## config.mk

```make
export PLATFORM = sky130hd
export DESIGN_NAME = uart_receiver
export DESIGN_NICKNAME = d
export VERILOG_FILES = /design/src/rtl/uart_pkg.sv /design/src/rtl/uart_rx_sync.sv /design/src/rtl/uart_receiver.sv
export SDC_FILE = /design/constraint.sdc
export NUM_CORES = 1
export LEC_CHECK = 0
export ABC_AREA = 1
export CAP_MARGIN = 10
export CORE_MARGIN = 10
export CORE_UTILIZATION = 35
export DETAILED_ROUTE_END_ITERATION = 8
export HOLD_SLACK_MARGIN = 0.1
export PLACE_DENSITY = 0.57
export SETUP_SLACK_MARGIN = 0.3
export SYNTH_ARGS = -nofsm -noshare
export SYNTH_HDL_FRONTEND = slang
export SYNTH_SLANG_ARGS = --single-unit
```

## constraint.sdc

```tcl
create_clock -name clk -period 3.08 [get_ports clk]
set_input_delay 0.308 -clock clk [delete_from_list [all_inputs] [get_ports clk]]
set_output_delay 0.308 -clock clk [all_outputs]
set_load 0.02 [all_outputs]
```

## src/rtl/uart_pkg.sv

```systemverilog
// Shared UART definitions: receiver FSM states and frame line levels
// (the frame levels are also used by the transmitter).
package uart_pkg;

  typedef enum logic [1:0] {
    IDLE  = 2'd0,
    START = 2'd1,
    DATA  = 2'd2,
    STOP  = 2'd3
  } uart_rx_state_t;

  localparam logic START_BIT = 1'b0;
  localparam logic STOP_BIT  = 1'b1;

endpackage

```

## src/rtl/uart_rx_sync.sv

```systemverilog
// Two-flop synchronizer for the asynchronous rx pin plus falling-edge detect
// on the synchronized level.
module uart_rx_sync (
  input  logic clk,
  input  logic rst,
  input  logic rx,
  output logic rx_sync,
  output logic fall
);

  logic s1_q, s1_d;
  logic s2_q, s2_d;
  logic prev_q, prev_d;

  always_comb begin
    s1_d   = rx;
    s2_d   = s1_q;
    prev_d = s2_q;
  end

  // Reset to the idle-high level so leaving reset never looks like a start edge.
  always_ff @(posedge clk or posedge rst) begin
    if (rst) begin
      s1_q   <= 1'b1;
      s2_q   <= 1'b1;
      prev_q <= 1'b1;
    end else begin
      s1_q   <= s1_d;
      s2_q   <= s2_d;
      prev_q <= prev_d;
    end
  end

  assign rx_sync = s2_q;
  assign fall    = prev_q & ~s2_q;

endmodule

```

## src/rtl/uart_receiver.sv

```systemverilog
// Oversampling UART receiver: 8N1-style framing with DEPTH data bits, a
// one-word holding register on a valid/ready port, framing-error and overrun pulses.
module uart_receiver
  import uart_pkg::*;
#(
  parameter int DEPTH        = 5,
  parameter int CLKS_PER_BIT = 16
) (
  input  logic             clk,
  input  logic             rst,
  input  logic             rx,
  output logic [DEPTH-1:0] data_out,
  output logic             data_valid,
  input  logic             data_ready,
  output logic             frame_err,
  output logic             overrun
);

  localparam int CNT_W = $clog2(CLKS_PER_BIT);
  localparam int IDX_W = $clog2(DEPTH + 1);

  localparam logic [CNT_W-1:0] HALF_M1  = CNT_W'(CLKS_PER_BIT / 2 - 1);
  localparam logic [CNT_W-1:0] FULL_M1  = CNT_W'(CLKS_PER_BIT - 1);
  localparam logic [IDX_W-1:0] LAST_IDX = IDX_W'(DEPTH - 1);

  // Handshake: a word moves on any cycle where data_valid and data_ready are
  // both high; data_out holds steady while data_valid is high until that happens.

  logic rx_sync;
  logic fall;

  uart_rx_sync u_sync (
    .clk     (clk),
    .rst     (rst),
    .rx      (rx),
    .rx_sync (rx_sync),
    .fall    (fall)
  );

  uart_rx_state_t   state_q, state_d;
  logic [CNT_W-1:0] cnt_q, cnt_d;
  logic [IDX_W-1:0] idx_q, idx_d;
  logic [DEPTH-1:0] shift_q, shift_d;
  logic [DEPTH-1:0] hold_q, hold_d;
  logic             valid_q, valid_d;
  logic             ferr_q, ferr_d;
  logic             ovr_q, ovr_d;
  logic             pop;

  always_comb begin
    state_d = state_q;
    cnt_d   = cnt_q + 1'b1;
    idx_d   = idx_q;
    shift_d = shift_q;
    hold_d  = hold_q;
    valid_d = valid_q;
    ferr_d  = 1'b0;
    ovr_d   = 1'b0;
    pop     = valid_q & data_ready;

    if (pop) valid_d = 1'b0;

    case (state_q)
      IDLE: begin
        cnt_d = '0;
        if (fall) begin
          state_d = START;
          idx_d   = '0;
        end
      end
      START: begin
        // Mid-bit check of the start bit; a high level here was only a glitch.
        if (cnt_q == HALF_M1) begin
          cnt_d   = '0;
          idx_d   = '0;
          state_d = (rx_sync == START_BIT) ? DATA : IDLE;
        end
      end
      DATA: begin
        if (cnt_q == FULL_M1) begin
          cnt_d   = '0;
          shift_d = DEPTH'({rx_sync, shift_q} >> 1);
          idx_d   = idx_q + 1'b1;
          if (idx_q == LAST_IDX) begin
            state_d = STOP;
            idx_d   = '0;
          end
        end
      end
      STOP: begin
        if (cnt_q == FULL_M1) begin
          cnt_d   = '0;
          state_d = IDLE;
          if (rx_sync == STOP_BIT) begin
            if (!valid_q || pop) begin
              hold_d  = shift_q;
              valid_d = 1'b1;
            end else begin
              ovr_d = 1'b1;
            end
          end else begin
            ferr_d = 1'b1;
          end
        end
      end
      default: begin
        state_d = IDLE;
        cnt_d   = '0;
      end
    endcase
  end

  always_ff @(posedge clk or posedge rst) begin
    if (rst) begin
      state_q <= IDLE;
      cnt_q   <= '0;
      idx_q   <= '0;
      shift_q <= '0;
      hold_q  <= '0;
      valid_q <= 1'b0;
      ferr_q  <= 1'b0;
      ovr_q   <= 1'b0;
    end else begin
      state_q <= state_d;
      cnt_q   <= cnt_d;
      idx_q   <= idx_d;
      shift_q <= shift_d;
      hold_q  <= hold_d;
      valid_q <= valid_d;
      ferr_q  <= ferr_d;
      ovr_q   <= ovr_d;
    end
  end

  assign data_out   = hold_q;
  assign data_valid = valid_q;
  assign frame_err  = ferr_q;
  assign overrun    = ovr_q;

endmodule
```

### Word level (Yosys, flattened, before mapping)

Cells that the tools add are included.
W data, S select, Z words.

* bits in registers: 25
* output and inout port bits: 8

* add/subtract/negate cells: 2
* mux-type cells: 27
* reduce and logical (&&, ||, !) cells: 9
* bitwise gates (word level): 3
* equality and inequality tests: 11

Operators by type and width (count)
* $mux W1: 12
* $mux W2: 6
* $mux W3: 4
* $pmux W4 S3: 1
* $ne A2 B2 Y1 const B: 5
* $pmux W3 S3: 1
* $mux W4: 2
* $pmux W2 S4: 1
* $reduce_and A4 Y1: 2
* $reduce_and A5 Y1: 1
* $add A4 B1 Y4 const B: 1
* $eq A2 B2 Y1 const B: 2
* $eq A4 B3 Y1 const B: 1
* $eq A4 B4 Y1 const B: 1
* $add A3 B1 Y3 const B: 1
* $eq A3 B3 Y1 const B: 1
* $reduce_bool A3 Y1: 1
* $and A1 B1 Y1: 2
* $eq A2 B1 Y1 const B: 1
* $logic_not A2 Y1: 1
* $reduce_and A2 Y1: 1
* $reduce_or A2 Y1: 1
* $logic_not A1 Y1: 1
* $logic_or A1 B1 Y1: 1
* $not A1 Y1: 1

### Logic depth before layout (Yosys ltp)

Gate-level depths: netlist (run 1).

* word-level depth: 6
* mapped depth: 8

### Modules after synthesis

A second synthesis (run 1) with hierarchy kept.

* cell total of the unflattened synthesis: 122
* area total of the unflattened synthesis: 1147.4 um2

Modules (own cells, without submodules)
* uart_receiver: sequential area each 550.5 um2, times used 1, area an instance 1054.8 um2, cells an instance 116
* uart_rx_sync: sequential area each 78.8 um2, times used 1, area an instance 92.6 um2, cells an instance 6

### Least setup slack after synthesis (run 1)

OpenSTA, ideal clock, no wires.

* path type: register to register
* start point: register cnt_q[0]
* end point: register hold_q[0] (netlist: data_out[0])
* buffers on the path: 0
* library setup time: 0.121 ns
* cell stages (with the launch flop): 7
* arrival: 1.095 ns
* data required time: 2.959 ns
* setup slack: 1.863 ns
* cells stage by stage: dfrtp_1 ha_1 nand3_2 nor3_4 nand2_2 nand2_1 o21ai_1

* cells in the longest elaborated chain, start to end: 2

Ends and longest elaborated chain
* start: declaration: RTL line uart_receiver.sv:41 `logic [CNT_W-1:0] cnt_q, cnt_d;`
* start signal: assignment: RTL line uart_receiver.sv:125 `cnt_q <= cnt_d;`
* $eq A4 B4 Y1: RTL line uart_receiver.sv:91 `if (cnt_q == FULL_M1) begin`
* $reduce_and A4 Y1 (no source line)
* end signal: assignment: RTL line uart_receiver.sv:128 `hold_q <= hold_d;`
* end: declaration: RTL line uart_receiver.sv:44 `logic [DEPTH-1:0] hold_q, hold_d;`

Every way passes these cells.
A chain may end at the register's enable or synchronous reset.

### Worst setup path in the final report (run 1)

* start point: register hold_q[2] (netlist: data_out[2])
* end point: output data_out[2]

RTL lines
* end: declaration: RTL line uart_receiver.sv:12 `output logic [DEPTH-1:0] data_out,`

No word-level cell between the ends.

==> results of run 1 <==
Yosys cell counts:
cell type  number
ha_1            3
dfrtp_1        22
o21ai_0         6
nor2_1          9
nand3_1         5
buf_4           1
nand2_1        28
nand2_2         3
nor2_2          3
o21bai_1        1
a21oi_1         1
nor3_4          1
inv_2           1
nand2_4         1
xor2_1          1
inv_1          15
o21ai_1         7
nand3_2         1
xnor2_1         1
or2_2           1
dfstp_2         3
nor3_1          3
nor2_4          1
per-stage QoR:
step	instance area, um^2	utilization
after global placement	1260	0.416
final	1280	0.424
after detailed placement	1260	0.416
after global routing	1280	0.424
after floorplan	1100	-
after CTS	1280	0.424
layout make-up:
type | instances | area (um^2)
clock buffers | 4 | 26.3
fillers | 308 | 1740
inverters | 16 | 60.1
multi-input cells | 76 | 404
flip-flops and latches | 25 | 629
well taps | 44 | 55.1
repair buffers | 11 | 110
sequential cells by signal, summed over array words and instances (netlist names), named ones only:
name,flops
u_sync.s1_q,1
overrun,1
frame_err,1
data_out,5
data_valid,1
state_q,1
u_sync.prev_q,1
u_sync.rx_sync,1
idx_q,3
shift_q,5
cnt_q,4
worst paths after layout:
kind	startpoint	to	slack [ns]	cells after the start
max	data_out[2]	data_out[2]	1.48	1
min	u_sync.s1_q	u_sync.rx_sync	0.37	0
max reg2reg	cnt_q[0]	shift_q[4]	1.67	5
min reg2reg	u_sync.s1_q	u_sync.rx_sync	0.37	0
max in group asynchronous	rst	frame_err	2.02	2
min in group asynchronous	rst	data_out[0]	0.49	2
layer usage:
metal	vias to the layer above	track usage	routed length (um)
met2	6	0.116	946
met3	2	0.0189	58
met4	0	0.0279	8
li1	395	-	-
met5	-	0	0
met1	375	0.0756	854
report_power, final:
part | switching [mW] | internal (mW) | total (mW)
Clock | 0.0865 | 0.0504 | 0.137
Sequential | 0.0499 | 0.372 | 0.422
Combinational | 0.158 | 0.0897 | 0.248
cells by family after synthesis:
| family | count (synthesis) |
|---|---|
| simple gates | 56 |
| compound gates | 15 |
| flops | 25 |
| fa+ha+maj | 3 |
| xor+xnor | 2 |
| buf+inv | 17 |
==> reports/results.ini, run 1 <==
[status]
status=complete, no violations

[cells_and_area]
layout.nets=140
drive_gt1_frac=0.136
syn2layout_area_growth_pct=16.7
final_cell_mix=nand2_1, dfrtp_1, inv_1
fin_cells=176
final_common_cell=nand2_1
n_antenna_cell=0

[clocking]
postCtsHoldBufs=0
cts_buffers=3
cts_repair_resize_count=0
cts_tree=yes
cts_setup_buffers=0
clk_pin_slew_ns=0.12
clock_latency_ns=0.30
cts_num_sinks=25
cts.root.buffer_cell=clkbuf_4
cts_buffer_depth=2
htreeDepth=1

[place]
dp_hpwl_um=1440
gp_congestion=0.796
preCtsSetupSlack_ns=1.59
dpl.cell_count=172
portBuffers=11

[synth]
synth_top_family_by_area=simple AND/OR/NAND/NOR gates
yosys_warnings=0
synth_area_leader_cell=dfrtp_1
synthCells=118
syn_area_um2=1100
synth_compound_area_frac=0.0705
synth.distinct_cells=23
avgSynthCellArea_um2=9.33
seq_area_frac_synth=0.572
ys_ff_latch=25
synth_top_area_frac=0.500
synth_area_leaders=dfrtp_1, nand2_1, dfstp_2, inv_1, ha_1
synthesis.nets=125
muxShareOfSynthArea=0
synth-simple-area-share=0.247
synth_xor_xnor_area_share=0.0159
synthAdderAreaFrac=0.0341

[die]
start_util=0.364
die-area_um2=5790
chipHeight_um=76.1
num_io_pins=12
dieWidth_um=76.1
num_rows=20
core_region_area_um2=3030

[sta]
finalSetupViolations=0
tightestPinTransition_ns=0.926
timing.final.crit_share=0.519
relSlewSlack=0.382
worst_slack_ns=1.48
fin_setup_tns_ns=0
hold_viol=0
finClkSkew_ns=0.00652
post-route-min-period_ns=1.60
hold_slack_ns=0.365
rsz0062_at_grt=no
clock.fmax_mhz=625
drv_slew=0

[global_route]
grt_pass1_wl_um=3330
overflow=0
first_global_vias=786
grt_usage=0.0673
antenna_found_initial=0
grt_start_max_net_pins=26

[flow_run]
maxCapViolCount=0

[worst_setup_path]
cp.buffers_inverters=1
critPathKind=register to primary output
cp-start-kind=register
worstPathArrival_ns=1.29
crit_path_top_delay_cell=clkdlybuf4s50_1
crit_path_max_fanout=2
required_ns=2.77
crit_family=buffers and inverters
slowest_delay_ns=0.62
endpoint_kind=primary output
path_cells=clkdlybuf4s50_1

[route]
drc=0
vias=778
wire_per_inst_um=10.6
viasPerCell=4.42
postRouteAntennaNets=0
drt_iter0_markers=34
drt-total-wl_um=1870
first_pass_iters=2

[power_and_ir_drop]
power_leakage_nw=0.584
power_density_nw_per_um2=628
power_mw=0.807
peakVddDrop_mv=0.267

[min_path]
hold_path_class=register to register

Note: power is estimated with default switching activity, not from simulation.
==> run 2: changes to the inputs <==
- clock period: 3.08 -> 1.6 ns (I/O delays scaled with it)
==> reports/results.ini, run 2 (same netlist as run 1, synthesis figures left out) <==
[status]
status=complete, no violations

[route]
postRouteAntennaNets=0
drc=0
first_pass_iters=4
wire_per_inst_um=10.4
drt-total-wl_um=1850
vias=772
viasPerCell=4.34
drt_iter0_markers=9

[die]
start_util=0.364
dieWidth_um=76.1
num_io_pins=12
die-area_um2=5790
core_region_area_um2=3030
chipHeight_um=76.1
num_rows=20

[clocking]
cts_buffer_depth=2
clock_latency_ns=0.31
postCtsHoldBufs=0
cts.root.buffer_cell=clkbuf_4
clk_pin_slew_ns=0.13
cts_buffers=3
cts_tree=yes
cts_num_sinks=25
htreeDepth=1

[global_route]
grt_usage=0.0656
antenna_found_initial=0
first_global_vias=757
grt_pass1_wl_um=3240
grt_start_max_net_pins=26
overflow=0

[place]
preCtsSetupSlack_ns=0.243
dp_hpwl_um=1380
gp_congestion=0.772
portBuffers=11

[sta]
hold_viol=0
rsz0062_at_grt=yes
finClkSkew_ns=0.00547
fin_setup_tns_ns=0
post-route-min-period_ns=1.26
worst_slack_ns=0.338
drv_slew=0
finalSetupViolations=0
timing.final.crit_share=0.789
clock.fmax_mhz=792
tightestPinTransition_ns=0.313
relSlewSlack=0.791

[worst_setup_path]
cp-start-kind=register
required_ns=1.81
critPathKind=register to register
crit_path_max_fanout=10
worstPathArrival_ns=1.47
endpoint_kind=register

[power_and_ir_drop]
power.switching_mw=0.598
power_density_nw_per_um2=1230
peakVddDrop_mv=0.461
internal_power_mw=1.02
power_leakage_nw=0.632
seqPwrFrac=0.508
power_frac_comb=0.325
p_sw_frac=0.369
pwr-share-clk=0.167

[cells_and_area]
drive_gt1_frac=0.164
final_cell_mix=nand2_1, dfrtp_1, inv_1
final_common_cell=nand2_1
syn2layout_area_growth_pct=20.0
layout.nets=142
n_antenna_cell=0

[flow_run]
maxCapViolCount=0

[min_path]
hold_path_class=input pin to asynchronous set/reset pin

-- run 2: path summary, 6_finish.rpt --
kind                                      from             end  slack (ns)  cells after the start
worst max-delay path            u_sync.rx_sync     data_out[4]        0.34                      5
worst min-delay path                       rst     data_out[0]        0.18                      3
worst max register to register  u_sync.rx_sync     data_out[4]        0.34                      5
worst min register to register     u_sync.s1_q  u_sync.rx_sync        0.37                      0
max in group asynchronous                  rst   u_sync.prev_q        1.13                      3
min in group clk                            rx     u_sync.s1_q        0.24                      1
-- run 2: metrics by stage --
stage          cells  power [mW]  cell area, um^2  hold slack [ns]  utilization
4_1_cts          178        1.64             1320            0.180        0.434
5_1_grt          178        1.76             1320            0.178        0.436
2_1_floorplan    118        1.22             1100            0.164            -
6_report         178        1.62             1320            0.182        0.436
3_5_place_dp     173        1.30             1270            0.352        0.418
3_3_place_gp     173        1.29             1270            0.347        0.418
-- run 2: power by group through the flow --
| stage | logic [mW] | clock network [mW] | registers [mW] |
|---|---|---|---|
| after floorplan | 0.433 | 0 | 0.785 |
| after global placement | 0.473 | 0 | 0.818 |
| after detailed placement | 0.481 | 0 | 0.821 |
| after CTS | 0.521 | 0.292 | 0.823 |
| after global routing | 0.599 | 0.323 | 0.838 |
| final | 0.527 | 0.272 | 0.824 |
-- run 2: metal layers --
| metal | share of wire | GRT usage |
|---|---|---|
| met3 | 0.042 | 0.0200 |
| met4 | 0.0076 | 0.0335 |
| met2 | 0.49 | 0.105 |
| met1 | 0.46 | 0.0777 |
| met5 | 0 | 0 |
-- run 2: area by class of cell --
class                      instances  area (um^2)
fill                             308         1710
sequential                        25          631
multi-input combinational         76          434
timing repair buffer              13          115
inverter                          16         60.1
tap                               44         55.1
clock buffer                       4         26.3
-- run 2: repair_timing --
item | 4_1_cts | 5_1_grt
pin swaps | 2 | 1
setup endpoints to repair | 22 | 15
buffers inserted | 1 | 0
gates resized for setup | 12 | 2
-- run 2: critical path, stage by stage (launching register included) --
cell     delay, ns
dfstp_2       0.59
inv_1         0.09
nor3_4        0.24
nand2_4       0.12
nand2_1       0.07
o21ai_1       0.06
==> run 3: changes to the inputs <==
- PLACE_DENSITY: 0.57 -> 0.59
- clock period: 1.6 -> 1.1 ns (I/O delays scaled with it)
==> reports/results.ini, run 3 (same netlist as run 1, synthesis figures left out) <==
[status]
status=complete, but fails checks
violations=setup timing

[worst_setup_path]
path_cells=ha_4 > nand3_4 > nor3_4 > nand2_4 > nand2_1 > o21ai_1
slowest_delay_ns=0.42
r2r-start=cnt_q[1]
worstPathArrival_ns=1.46
endpoint_kind=register
required_ns=1.31
startpoint=cnt_q[1]
cp-start-kind=register
crit_path_top_delay_cell=dfrtp_1
crit_path_max_fanout=10
critPathKind=register to register

[flow_run]
maxCapViolCount=0

[cells_and_area]
fill_cells=284
syn2layout_area_growth_pct=47.6
final_cell_mix=nand2_1, buf_4, dfrtp_1
layout.nets=169
multi_input_area_um2=493
stdcell_area_um2=1630
n_antenna_cell=0
fin_cells=205
final-seq-area_um2=629
final_util=0.537
drive_gt1_frac=0.447

[min_path]
hold_path_class=input pin to asynchronous set/reset pin

[clocking]
cts_buffer_depth=2
cts.root.buffer_cell=clkbuf_4
htreeDepth=1
cts_buffers=3
cts_tree=yes
clock_latency_ns=0.31
postCtsHoldBufs=0
clk_pin_slew_ns=0.14
cts_num_sinks=25

[global_route]
first_global_vias=956
grt_pass1_wl_um=4120
grt_usage=0.0843
grt_start_max_net_pins=26
antenna_found_initial=0
overflow=0

[die]
core_region_area_um2=3030
start_util=0.364
num_io_pins=12
die-area_um2=5790
chipHeight_um=76.1
dieWidth_um=76.1
num_rows=20

[route]
wirelength_met1_um=980
top_layer_used=met4
first_pass_iters=4
wire_per_inst_um=10.7
drt-total-wl_um=2200
vias=894
drc=0
viasPerCell=4.36
postRouteAntennaNets=0
met2_length_um=1140
routed-wl-met3_um=35
drt_iter0_markers=23

[sta]
post-route-min-period_ns=1.25
finClkSkew_ns=0.0113
finalSetupViolations=21
worst_slack_ns=-0.154
hold_viol=0
relSlewSlack=0.852
rsz0062_at_grt=yes
tightestPinTransition_ns=0.222
clock.fmax_mhz=798
drv_slew=0
timing.final.crit_share=1.14

[power_and_ir_drop]
peakVddDrop_mv=0.801
power_density_nw_per_um2=1810
power_mw=2.95
power_leakage_nw=0.759

[place]
dpl.cell_count=190
portBuffers=11
dp_hpwl_um=1570
gp_congestion=0.755
placed_area_um2=1430

run 3: timing repair:
| item | 4_1_cts | 5_1_grt |
|---|---|---|
| pin swaps | 1 | 2 |
| gates resized for setup | 59 | 10 |
| setup buffers | 6 | 5 |
| setup endpoints to repair | 30 | 30 |
run 3: where the power goes:
part	switching [mW]	internal (mW)	total, mW
clock	0.261	0.141	0.403
combinational	0.655	0.697	1.35
sequential	0.149	1.04	1.19
run 3: final timing paths:
kind                                        to  slack (ns)  cells past startpoint
worst min-delay path                  idx_q[0]        0.11                      3
worst min register to register  u_sync.rx_sync        0.37                      0
worst max-delay path               data_out[2]       -0.15                      6
worst max register to register     data_out[2]       -0.15                      6
max in group asynchronous          u_sync.s1_q        0.77                      3
min in group clk                   u_sync.s1_q        0.18                      1
run 3: layout make-up:
cell class | count | share of cell area
clock buffers | 4 | 0.0162
inverters | 16 | 0.0370
multi-input cells | 76 | 0.303
flip-flops and latches | 25 | 0.387
well taps | 44 | 0.0339
repair buffers | 40 | 0.222
run 3: stage by stage:
step / setup slack [ns] / hold WS, ns / setup TNS, ns
2_1_floorplan: -0.0488 / 0.114 / -0.344
4_1_cts: -0.163 / 0.105 / -1.98
3_5_place_dp: -0.158 / 0.347 / -1.68
3_3_place_gp: -0.131 / 0.346 / -1.15
5_1_grt: -0.239 / 0.116 / -3.72
6_report: -0.154 / 0.105 / -1.84
run 3: metal layers:
| layer | GRT usage | vias up |
|---|---|---|
| met3 | 0.0118 | 2 |
| li1 | - | 455 |
| met5 | 0 | - |
| met4 | 0.0502 | 0 |
| met1 | 0.0954 | 429 |
| met2 | 0.146 | 8 |
run 3: worst max-delay path, delay by kind of cell (launching register included):
family                   cells  cell delay, ns
flip-flops                   1            0.42
AO/OA/AOI/OAI                1            0.06
adder cells (fa/ha/maj)      1            0.17
AND/OR/NAND/NOR              4            0.49
